$ cat src/rtl/route_lpm_tcam_pkg.sv
`default_nettype none
// ============================================================================
// Module   : route_pkg
// Brief    : Shared widths, entry/result types and popcount for route_lpm_tcam
// Revision : 1.0
// ============================================================================
package route_pkg;

  localparam int c_ADDR_W_DEF  = 32;
  localparam int c_ENTRIES_DEF = 16;
  localparam int c_IF_W_DEF    = 4;
  localparam int c_CNT_W_DEF   = 32;
  localparam int c_IDX_W_DEF   = $clog2(c_ENTRIES_DEF);
  localparam int c_LEN_W_DEF   = $clog2(c_ADDR_W_DEF + 1);

  typedef struct packed {
    logic                    valid;
    logic [c_ADDR_W_DEF-1:0] prefix;
    logic [c_ADDR_W_DEF-1:0] mask;
    logic [c_LEN_W_DEF-1:0]  len;
    logic [c_ADDR_W_DEF-1:0] next_hop;
    logic [c_IF_W_DEF-1:0]   if_idx;
  } route_entry_t;

  typedef struct packed {
    logic                    hit;
    logic [c_ADDR_W_DEF-1:0] next_hop;
    logic [c_IF_W_DEF-1:0]   if_idx;
    logic [c_LEN_W_DEF-1:0]  prefix_len;
    logic [c_IDX_W_DEF-1:0]  index;
  } lookup_result_t;

  // Masks up to 64 bits wide; callers zero-extend and truncate the count.
  function automatic logic [6:0] popcount(input logic [63:0] v);
    logic [6:0] n;
    n = '0;
    for (int i = 0; i < 64; i++) n = n + {6'd0, v[i]};
    return n;
  endfunction

endpackage
`default_nettype wire

$ cat src/rtl/route_lpm_tcam_if.sv
`default_nettype none
// ============================================================================
// Module   : route_lpm_tcam_if
// Brief    : Lookup request / result handshake bundle for route_lpm_tcam
// Revision : 1.0
// ============================================================================
interface route_lpm_tcam_if #(
  parameter int ADDR_W = 32,
  parameter int IF_W   = 4,
  parameter int IDX_W  = 4,
  parameter int LEN_W  = 6
);
  logic              lkp_valid;
  logic              lkp_ready;
  logic [ADDR_W-1:0] lkp_addr;
  logic              res_valid;
  logic              res_ready;
  logic              res_hit;
  logic [ADDR_W-1:0] res_next_hop;
  logic [IF_W-1:0]   res_if_idx;
  logic [LEN_W-1:0]  res_prefix_len;
  logic [IDX_W-1:0]  res_index;

  modport master (
    output lkp_valid, lkp_addr, res_ready,
    input  lkp_ready, res_valid, res_hit, res_next_hop, res_if_idx,
           res_prefix_len, res_index
  );

  modport slave (
    input  lkp_valid, lkp_addr, res_ready,
    output lkp_ready, res_valid, res_hit, res_next_hop, res_if_idx,
           res_prefix_len, res_index
  );
endinterface
`default_nettype wire

$ cat src/rtl/route_lpm_tcam_prio_select.sv
`default_nettype none
// ============================================================================
// Module   : lpm_prio_select
// Brief    : Combinational argmax tree over matching entries, lowest index wins ties
// Revision : 1.0
// ============================================================================
module lpm_prio_select #(
  parameter int ENTRIES = 16,
  parameter int IDX_W   = 4,
  parameter int LEN_W   = 6
) (
  input  logic [ENTRIES-1:0]            match,
  input  logic [ENTRIES-1:0][LEN_W-1:0] len,
  output logic                          hit,
  output logic [IDX_W-1:0]              index,
  output logic [LEN_W-1:0]              best_len
);

  localparam int c_LEAVES = 1 << IDX_W;

  logic [c_LEAVES-1:0]       w_match_pad;
  logic [c_LEAVES*LEN_W-1:0] w_len_pad;
  logic [c_LEAVES-1:0]       w_lv_v [IDX_W+1];
  logic [IDX_W-1:0]          w_lv_i [IDX_W+1][c_LEAVES];
  logic [LEN_W-1:0]          w_lv_l [IDX_W+1][c_LEAVES];

  assign w_match_pad = c_LEAVES'(match);
  assign w_len_pad   = (c_LEAVES*LEN_W)'(len);

  // Left child always holds the lower indices, so only a strictly longer right wins.
  always_comb begin
    for (int l = 0; l <= IDX_W; l++) begin
      w_lv_v[l] = '0;
      for (int k = 0; k < c_LEAVES; k++) begin
        w_lv_i[l][k] = '0;
        w_lv_l[l][k] = '0;
      end
    end
    for (int k = 0; k < c_LEAVES; k++) begin
      w_lv_v[0][k] = w_match_pad[k];
      w_lv_i[0][k] = IDX_W'(k);
      w_lv_l[0][k] = w_len_pad[k*LEN_W +: LEN_W];
    end
    for (int l = 0; l < IDX_W; l++) begin
      for (int k = 0; k < (c_LEAVES >> (l + 1)); k++) begin
        if (w_lv_v[l][2*k+1] &&
            (!w_lv_v[l][2*k] || (w_lv_l[l][2*k+1] > w_lv_l[l][2*k]))) begin
          w_lv_i[l+1][k] = w_lv_i[l][2*k+1];
          w_lv_l[l+1][k] = w_lv_l[l][2*k+1];
        end else begin
          w_lv_i[l+1][k] = w_lv_i[l][2*k];
          w_lv_l[l+1][k] = w_lv_l[l][2*k];
        end
        w_lv_v[l+1][k] = w_lv_v[l][2*k] | w_lv_v[l][2*k+1];
      end
    end
  end

  assign hit      = w_lv_v[IDX_W][0];
  assign index    = w_lv_i[IDX_W][0];
  assign best_len = w_lv_l[IDX_W][0];

endmodule
`default_nettype wire

$ cat src/rtl/route_lpm_tcam.sv
`default_nettype none
// ============================================================================
// Module   : route_lpm_tcam
// Brief    : Two-stage pipelined longest-prefix-match route TCAM with stats
// Revision : 1.0
// ============================================================================
module route_lpm_tcam
  import route_pkg::*;
#(
  parameter  int ADDR_W  = c_ADDR_W_DEF,
  parameter  int ENTRIES = c_ENTRIES_DEF,
  parameter  int IF_W    = c_IF_W_DEF,
  parameter  int CNT_W   = c_CNT_W_DEF,
  localparam int IDX_W   = $clog2(ENTRIES),
  localparam int LEN_W   = $clog2(ADDR_W + 1)
) (
  input  logic              clk,
  input  logic              rst_n,
  route_lpm_tcam_if.slave   lkp,
  input  logic              wr_en,
  input  logic [IDX_W-1:0]  wr_index,
  input  logic              wr_entry_valid,
  input  logic [ADDR_W-1:0] wr_prefix,
  input  logic [ADDR_W-1:0] wr_mask,
  input  logic [ADDR_W-1:0] wr_next_hop,
  input  logic [IF_W-1:0]   wr_if_idx,
  output logic [CNT_W-1:0]  hit_cnt,
  output logic [CNT_W-1:0]  miss_cnt
);

  logic              r_valid  [ENTRIES];
  logic [ADDR_W-1:0] r_prefix [ENTRIES];
  logic [ADDR_W-1:0] r_mask   [ENTRIES];
  logic [LEN_W-1:0]  r_len    [ENTRIES];
  logic [ADDR_W-1:0] r_nh     [ENTRIES];
  logic [IF_W-1:0]   r_if     [ENTRIES];

  logic [ENTRIES-1:0]            w_match;
  logic [LEN_W-1:0]              w_wr_len;
  logic                          w_stall;
  logic                          w_xfer;

  logic                          r_s1_valid;
  logic [ENTRIES-1:0]            r_s1_match;
  logic [ENTRIES-1:0][LEN_W-1:0] r_s1_len;
  logic [ADDR_W-1:0]             r_s1_nh [ENTRIES];
  logic [IF_W-1:0]               r_s1_if [ENTRIES];

  logic                          w_sel_hit;
  logic [IDX_W-1:0]              w_sel_idx;
  logic [LEN_W-1:0]              w_sel_len;

  logic                          r_res_valid;
  logic                          r_res_hit;
  logic [ADDR_W-1:0]             r_res_nh;
  logic [IF_W-1:0]               r_res_if;
  logic [LEN_W-1:0]              r_res_len;
  logic [IDX_W-1:0]              r_res_idx;

  assign w_wr_len = LEN_W'(popcount(64'(wr_mask)));
  assign w_stall  = r_res_valid & ~lkp.res_ready;
  assign w_xfer   = r_res_valid & lkp.res_ready;

  // Indices at or beyond ENTRIES never decode to any entry, so such writes fall away.
  for (genvar e = 0; e < ENTRIES; e++) begin : g_entry
    logic w_sel;
    assign w_sel      = wr_en && (wr_index == IDX_W'(e));
    assign w_match[e] = r_valid[e] && ((lkp.lkp_addr & r_mask[e]) == r_prefix[e]);

    always_ff @(posedge clk) begin
      if (!rst_n) begin
        r_valid[e]  <= 1'b0;
        r_prefix[e] <= '0;
        r_mask[e]   <= '0;
        r_len[e]    <= '0;
        r_nh[e]     <= '0;
        r_if[e]     <= '0;
      end else if (w_sel) begin
        r_valid[e]  <= wr_entry_valid;
        r_prefix[e] <= wr_prefix & wr_mask;
        r_mask[e]   <= wr_mask;
        r_len[e]    <= w_wr_len;
        r_nh[e]     <= wr_next_hop;
        r_if[e]     <= wr_if_idx;
      end
    end
  end

  always_ff @(posedge clk) begin
    if (!rst_n) begin
      r_s1_valid <= 1'b0;
      r_s1_match <= '0;
    end else if (!w_stall) begin
      r_s1_valid <= lkp.lkp_valid;
      if (lkp.lkp_valid) r_s1_match <= w_match;
    end
  end

  // Per-entry snapshot keeps in-flight results immune to later table writes.
  always_ff @(posedge clk) begin
    if (!w_stall && lkp.lkp_valid) begin
      for (int e = 0; e < ENTRIES; e++) begin
        r_s1_len[e] <= r_len[e];
        r_s1_nh[e]  <= r_nh[e];
        r_s1_if[e]  <= r_if[e];
      end
    end
  end

  lpm_prio_select #(
    .ENTRIES (ENTRIES),
    .IDX_W   (IDX_W),
    .LEN_W   (LEN_W)
  ) u_prio (
    .match    (r_s1_match),
    .len      (r_s1_len),
    .hit      (w_sel_hit),
    .index    (w_sel_idx),
    .best_len (w_sel_len)
  );

  always_ff @(posedge clk) begin
    if (!rst_n) begin
      r_res_valid <= 1'b0;
      r_res_hit   <= 1'b0;
      r_res_nh    <= '0;
      r_res_if    <= '0;
      r_res_len   <= '0;
      r_res_idx   <= '0;
    end else if (!w_stall) begin
      r_res_valid <= r_s1_valid;
      if (r_s1_valid && w_sel_hit) begin
        r_res_hit <= 1'b1;
        r_res_nh  <= r_s1_nh[w_sel_idx];
        r_res_if  <= r_s1_if[w_sel_idx];
        r_res_len <= w_sel_len;
        r_res_idx <= w_sel_idx;
      end else begin
        r_res_hit <= 1'b0;
        r_res_nh  <= '0;
        r_res_if  <= '0;
        r_res_len <= '0;
        r_res_idx <= '0;
      end
    end
  end

  always_ff @(posedge clk) begin
    if (!rst_n) begin
      hit_cnt  <= '0;
      miss_cnt <= '0;
    end else if (w_xfer) begin
      if (r_res_hit) begin
        if (hit_cnt != '1) hit_cnt <= hit_cnt + 1'b1;
      end else begin
        if (miss_cnt != '1) miss_cnt <= miss_cnt + 1'b1;
      end
    end
  end

  assign lkp.lkp_ready      = ~w_stall;
  assign lkp.res_valid      = r_res_valid;
  assign lkp.res_hit        = r_res_hit;
  assign lkp.res_next_hop   = r_res_nh;
  assign lkp.res_if_idx     = r_res_if;
  assign lkp.res_prefix_len = r_res_len;
  assign lkp.res_index      = r_res_idx;

endmodule
`default_nettype wire

$ cat src/flat_wrapper.sv
// flat-port wrapper written by rule: the top's interface ports become plain ports
module route_lpm_tcam_flat import route_pkg::*;
#(
  parameter  int ADDR_W  = c_ADDR_W_DEF,
  parameter  int ENTRIES = c_ENTRIES_DEF,
  parameter  int IF_W    = c_IF_W_DEF,
  parameter  int CNT_W   = c_CNT_W_DEF,
  localparam int IDX_W   = $clog2(ENTRIES),
  localparam int LEN_W   = $clog2(ADDR_W + 1)
)
  (clk, rst_n, wr_en, wr_index, wr_entry_valid, wr_prefix, wr_mask, wr_next_hop, wr_if_idx, hit_cnt, miss_cnt, lkp_lkp_valid, lkp_lkp_addr, lkp_res_ready, lkp_lkp_ready, lkp_res_valid, lkp_res_hit, lkp_res_next_hop, lkp_res_if_idx, lkp_res_prefix_len, lkp_res_index);
  route_lpm_tcam_if #(.ADDR_W(ADDR_W), .IF_W(IF_W), .IDX_W((4)), .LEN_W((6))) lkp_i ();
  input  logic clk;
  input  logic rst_n;
  input  logic wr_en;
  input  logic [IDX_W-1:0] wr_index;
  input  logic wr_entry_valid;
  input  logic [ADDR_W-1:0] wr_prefix;
  input  logic [ADDR_W-1:0] wr_mask;
  input  logic [ADDR_W-1:0] wr_next_hop;
  input  logic [IF_W-1:0] wr_if_idx;
  output logic [CNT_W-1:0] hit_cnt;
  output logic [CNT_W-1:0] miss_cnt;
  input wire logic [$bits(lkp_i.lkp_valid)-1:0] lkp_lkp_valid;
  input wire logic [$bits(lkp_i.lkp_addr)-1:0] lkp_lkp_addr;
  input wire logic [$bits(lkp_i.res_ready)-1:0] lkp_res_ready;
  output wire logic [$bits(lkp_i.lkp_ready)-1:0] lkp_lkp_ready;
  output wire logic [$bits(lkp_i.res_valid)-1:0] lkp_res_valid;
  output wire logic [$bits(lkp_i.res_hit)-1:0] lkp_res_hit;
  output wire logic [$bits(lkp_i.res_next_hop)-1:0] lkp_res_next_hop;
  output wire logic [$bits(lkp_i.res_if_idx)-1:0] lkp_res_if_idx;
  output wire logic [$bits(lkp_i.res_prefix_len)-1:0] lkp_res_prefix_len;
  output wire logic [$bits(lkp_i.res_index)-1:0] lkp_res_index;
  assign lkp_i.lkp_valid = lkp_lkp_valid;
  assign lkp_i.lkp_addr = lkp_lkp_addr;
  assign lkp_i.res_ready = lkp_res_ready;
  assign lkp_lkp_ready = lkp_i.lkp_ready;
  assign lkp_res_valid = lkp_i.res_valid;
  assign lkp_res_hit = lkp_i.res_hit;
  assign lkp_res_next_hop = lkp_i.res_next_hop;
  assign lkp_res_if_idx = lkp_i.res_if_idx;
  assign lkp_res_prefix_len = lkp_i.res_prefix_len;
  assign lkp_res_index = lkp_i.res_index;
  route_lpm_tcam #(.ADDR_W(ADDR_W), .ENTRIES(ENTRIES), .IF_W(IF_W), .CNT_W(CNT_W)) u_core (.clk(clk), .rst_n(rst_n), .lkp(lkp_i), .wr_en(wr_en), .wr_index(wr_index), .wr_entry_valid(wr_entry_valid), .wr_prefix(wr_prefix), .wr_mask(wr_mask), .wr_next_hop(wr_next_hop), .wr_if_idx(wr_if_idx), .hit_cnt(hit_cnt), .miss_cnt(miss_cnt));
endmodule
$ cat config.mk
export PLATFORM = sky130hd
export DESIGN_NAME = route_lpm_tcam_flat
export DESIGN_NICKNAME = d
export VERILOG_FILES = /design/src/rtl/route_lpm_tcam_pkg.sv /design/src/rtl/route_lpm_tcam_if.sv /design/src/rtl/route_lpm_tcam_prio_select.sv /design/src/rtl/route_lpm_tcam.sv /design/src/flat_wrapper.sv
export SDC_FILE = /design/constraint.sdc
export NUM_CORES = 2
export LEC_CHECK = 0
export ABC_AREA = 0
export CAP_MARGIN = 20
export CELL_PAD_IN_SITES_DETAIL_PLACEMENT = 0
export CELL_PAD_IN_SITES_GLOBAL_PLACEMENT = 1
export CORE_ASPECT_RATIO = 1.75
export CORE_MARGIN = 1
export CORE_UTILIZATION = 41
export CTS_CLUSTER_DIAMETER = 80
export DETAILED_ROUTE_END_ITERATION = 10
export PLACE_DENSITY = 0.76
export SLEW_MARGIN = 25
export SYNTH_ARGS = -nofsm -noshare
export SYNTH_HDL_FRONTEND = slang
export SYNTH_SLANG_ARGS = --single-unit
$ cat constraint.sdc
create_clock -name clk -period 25.2 [get_ports clk]
set_clock_uncertainty 0.1 [all_clocks]
set_input_delay 5.04 -clock clk [delete_from_list [all_inputs] [get_ports clk]]
set_output_delay 5.04 -clock clk [all_outputs]
set_load 0.02 [all_outputs]
# == Word-level counts from Yosys, hierarchy flattened ==
# Memory sizes are Yosys's and may differ from the RTL's. A register that Yosys moved wholly into a read port is not among the register bits.
# Index checks and enable logic that the tools add are counted.
# classes
magnitude_cmp,15
bitwise_logic,133
add_sub_neg,33
mux,182
n_reduce_logical,84
n_eq_ne,33
# ops
operator,count
$mux W32,49
$and A32 B32 Y32,17
$eq A32 B32 Y1,16
$mux W6,32
$add A6 B1 Y6,30
$or A1 B1 Y1,111
$mux W4,25
$gt A6 B6 Y1,15
$mux W1,76
$add A32 B1 Y32 const B,2
$ne A32 B32 Y1 const B,2
$logic_and A1 B1 Y1,49
$eq A4 B4 Y1 const B,8
$eq A4 B3 Y1 const B,4
$logic_not A1 Y1,16
$logic_or A1 B1 Y1,15
$eq A4 B2 Y1 const B,2
$reduce_and A3 Y1,2
$eq A4 B1 Y1 const B,1
$logic_not A4 Y1,1
$not A1 Y1,3
$add A1 B1 Y2,1
$and A1 B1 Y1,2
$reduce_and A2 Y1,1
# totals
input_bits,142
mem_bits_rw,2288
ff_bits,129
wordCells,498
output_inout_bits,113
n_memories,8
# mem_list
name,depth,width,rd,rd_ports_with_merged_regs,write_ports,line_no,rtl
u_core.r_mask,16,32,16,0,16,route_lpm_tcam.sv:33,logic [ADDR_W-1:0] r_mask [ENTRIES];
u_core.r_nh,16,32,16,0,16,route_lpm_tcam.sv:35,logic [ADDR_W-1:0] r_nh [ENTRIES];
u_core.r_prefix,16,32,16,0,16,route_lpm_tcam.sv:32,logic [ADDR_W-1:0] r_prefix [ENTRIES];
u_core.r_s1_nh,16,32,1,0,16,route_lpm_tcam.sv:46,logic [ADDR_W-1:0] r_s1_nh [ENTRIES];
u_core.r_len,16,6,16,16,16,route_lpm_tcam.sv:34,logic [LEN_W-1:0] r_len [ENTRIES];
u_core.r_if,16,4,16,0,16,route_lpm_tcam.sv:36,logic [IF_W-1:0] r_if [ENTRIES];
2 more memories,n/a,n/a,n/a,n/a,n/a,n/a,

# == Logic depth before layout (Yosys ltp) ==
# logic_depth
ltp_word,32
ltp_mapped,46
ltp_nobuf,39

# == Cells and area by module ==
# From an unflattened synthesis, not the netlist that was laid out.
# hier_totals
cells_unflattened,7396
hier_area_um2,104581.6
# modules_own_cells
module,cells_each,instances,area_per_inst_um2,seq_area_each_um2
route_lpm_tcam,6876,1,100840.5,74161.1
lpm_prio_select,520,1,3741.1,0.0

# == Least setup slack after synthesis ==
# OpenSTA, ideal clock, no wires.
# synth_timing
path_kind,input -> register
start,input lkp_res_ready
end,"memory u_core.r_s1_if[0][0], enable pin"
path_slack_ps,-160
n_path_buf,2
t_required_ps,23803
setup_time_ps,1297
stages,6
arrival_ps,23963
cell_sequence,nor2b_1 -> clkbuf_1 -> inv_1 -> nand2_1 -> clkinv_1 -> buf_1
# synth_rtl
element,line_no,rtl
from (decl),flat_wrapper.sv:26,input wire logic [$bits(lkp_i.res_ready)-1:0] lkp_res_ready;
to (decl),route_lpm_tcam.sv:47,logic [IF_W-1:0] r_s1_if [ENTRIES];

# == Worst setup path after layout ==
# layout_timing
start,input lkp_res_ready
end,output lkp_lkp_ready
# layout_between
elab_chain_cells,3
# layout_lines
element,line_no,rtl
$not A1 Y1,route_lpm_tcam.sv:61,assign w_stall = r_res_valid & ~lkp.res_ready;
$and A1 B1 Y1,route_lpm_tcam.sv:61,
$not A1 Y1,route_lpm_tcam.sv:161,assign lkp.lkp_ready = ~w_stall;
to (decl),flat_wrapper.sv:27,output wire logic [$bits(lkp_i.lkp_ready)-1:0] lkp_lkp_ready;
# No other way between the ends.

==> results_dict.tcl <==
set metrics [dict create \
    final_common_cell "edfxtp_1" \
    fin_nets 7956 \
    rsz0062_at_grt "no" \
    crit_chain "clkdlybuf4s50_1 -> nor2b_4 -> buf_4 -> inv_1 -> clkdlybuf4s50_1" \
    required_ns 20.06 \
    power_w 0.00935 \
    grt_util_all_layers 0.249 \
    grt_overflow_total 0 \
    min_period_ns 12.19 \
    slew_viol_final 0 \
    max_cap_violations 0 \
    grt_max_degree 191 \
    syn_nets 7815 \
    antenna_found_initial 26 \
    worstPathArrival_ns 7.05 \
    cts-root-buf "clkbuf_16" \
    cp_slowest_cell "clkdlybuf4s50_1" \
    die_x_um 382 \
    synth_cells 7552 \
    yosysSeqAreaShare 0.715 \
    yosysUniqueCellTypes 74 \
    powerDensity_nw_per_um2 79.5 \
    drt_pre_antenna_iters 7 \
    end_kind "output pin" \
    hold_path.class "reg -> reg" \
    synthFlopType "edfxtp_1" \
    status "completed" \
    cp_top_family "buffers and inverters" \
    die-area_sq_um 255000 \
    path_clk_slew_ns 0.06 \
    clock_latency_ns 0.93 \
    syn_to_final_growth_pct 13.4 \
    syn_area_per_cell_sq_um 13.7 \
    grt_pass1_wl_mm 451 \
    finalSetupViolCount 0 \
    vias_per_cell 5.73 \
    synth_edf_count 2383 \
    wl_per_cell_um 28.9 \
    dr.first_iter.drc_count 7100 \
    io_buffer_count 254 \
    start_kind "input pin" \
    io_pins 255 \
    cts_max_level 4 \
    core_sq_um 252000 \
    yosysWarningCount 0 \
    fp.dieH_um 668 \
    async_reset_ff_frac 0 \
    finish.instance_area_sq_um 118000 \
    finalSetupTns_ns 0 \
    clockBufferDepth 4 \
    cts_buffers 226 \
    ys_ff_latch 2513 \
    fmax_ghz 0.0821 \
    place_hpwl_mm 188 \
    cts_hold_buffers 0 \
    slew_headroom 0.0303 \
    ant_nets 0 \
    irDropWorstVdd_mv 0.153 \
    hold_viol_final 0 \
    cp_num_buf_inv 4 \
    worstPathMaxFanout 42 \
    post_dp_cell_area_sq_um 110000 \
    post_cts_buffers 0 \
    clock_sinks 2513 \
    cts_tree "yes" \
    cp_common_cell "clkdlybuf4s50_1" \
    synth_area_sq_um 104000 \
    crit_path_max_incr_delay_ns 0.59 \
    p_leak_nw 42.4 \
    drc 0 \
    core.rowCount 244 \
    n_fill_cell 21700 \
    worstSetupPathType "in -> out" \
    period_share 0.484 \
    cts_resized 0 \
    routed_wl_mm 324 \
    place_congestion 0.903 \
    tightest_slew_ns 1.45 \
    grt_pass1_vias 63500 \
    start_util 0.412 \
    final_cell_mix "edfxtp_1 (2383), nor2_1 (1054), and3_1 (845), nand2_1 (662), xnor2_1 (523)" \
    vias 64200 \
    drive_gt1_frac 0.0852 \
]
==> per-layer routing <==
layer  vias up  track usage  wire, um
met5         -            0        89
met4        14        0.169     24400
met1     32600        0.280    111000
met2      3235        0.434    162000
met3       871       0.0381     26000
li1      27500            -         -
==> worst paths after layout <==
kind                                    start                               endpoint  slack, ns  cells after the start
max                             lkp_res_ready                          lkp_lkp_ready      13.01                      5
min          u_core.r_nh[0][44]$_SDFFCE_PN0P_        u_core.r_s1_nh[1][12]$_DFFE_PP_       0.25                      0
max reg2reg     u_core.r_s1_len[22]$_DFFE_PP_  u_core.lkp.res_if_idx[0]$_SDFFE_PN0N_      13.63                     38
min reg2reg  u_core.r_nh[0][44]$_SDFFCE_PN0P_        u_core.r_s1_nh[1][12]$_DFFE_PP_       0.25                      0
==> area by class of cell <==
type | count | area (sq um) | share of cell area
tap | 3321 | 4160 | 0.0353
timing repair buffer | 444 | 4140 | 0.0351
multi-input combinational | 4384 | 27600 | 0.234
inverter | 124 | 475 | 0.00404
sequential | 2513 | 74200 | 0.630
antenna | 17 | 42.5 | 0.000362
clock buffer | 300 | 6130 | 0.0521
clock inverter | 110 | 982 | 0.00835
==> through the flow <==
stage,worst slack [ns],hold WS [ns],util,std cells
CTS,12.99,0.240,0.467,11200
detailed placement,13.01,0.305,0.438,10800
finish,13.01,0.253,0.467,11200
floorplan,2.03,0.300,-,7552
global placement,13.02,0.300,0.438,10800
global route,12.87,0.243,0.467,11200
==> cells in the mapped netlist, types with 24 or more instances <==
master,instances,share of area
o21ai_0,89,0.0043
nand2_1,694,0.025
xnor2_1,525,0.044
xor2_1,44,0.0037
and3_1,847,0.051
o32ai_1,25,0.0021
a21oi_1,110,0.0053
nor4_1,114,0.0069
ha_1,97,0.012
dfxtp_1,130,0.025
nand4_1,58,0.0035
mux2i_1,271,0.026
fa_1,24,0.0046
inv_1,104,0.0038
clkbuf_1,494,0.018
edfxtp_1,2383,0.69
o22ai_1,29,0.0017
nand3_1,61,0.0029
nor3_1,44,0.0021
nor2_1,1059,0.038
o211ai_1,29,0.0021
==> kinds of logic (layout without fill, tap and decap cells) <==
group / count (synthesis) / after routing / synth area share
AOI/OAI and AO/OA: 416 / 416 / 0.0272
xor gates and xnor gates: 569 / 569 / 0.0480
adders and majority gates: 122 / 122 / 0.0164
buffers and inverters: 655 / 978 / 0.0251
DFF: 2513 / 2513 / 0.715
muxes: 316 / 316 / 0.0333
other: 0 / 17 / 0
and+or+nand+nor: 2961 / 2961 / 0.135
==> sequential cells by signal (all words and copies together) (netlist names), 4 cells and up <==
name	count
u_core.r_s1_len	96
u_core.lkp.res_index	4
u_core.r_valid	16
u_core.r_len	96
u_core.miss_cnt	32
u_core.hit_cnt	32
u_core.lkp.res_prefix_len	6
u_core.r_nh	512
u_core.r_mask	512
u_core.r_if	64
u_core.lkp.res_next_hop	32
u_core.r_s1_nh	512
u_core.r_prefix	512
u_core.r_s1_match	16
u_core.lkp.res_if_idx	4
u_core.r_s1_if	64
==> where the power goes <==
group	internal (W)	switching [W]	total (W)
combinational	0.000281	0.000772	0.00105
sequential	0.00484	0.0000779	0.00491
clock	0.00187	0.00152	0.00339
total	0.00698	0.00237	0.00935
==> worst reg2reg max path: cells and delay by family (launching register included) <==
kind                       cells  cell delay [ns]
AOI/OAI and AO/OA             16             4.63
adders and majority gates      5             1.56
buffers and inverters          4             1.35
DFF                            1             0.42
muxes                          4             1.29
and+or+nand+nor                9             2.12
Note: power is estimated with default switching activity, not from simulation.
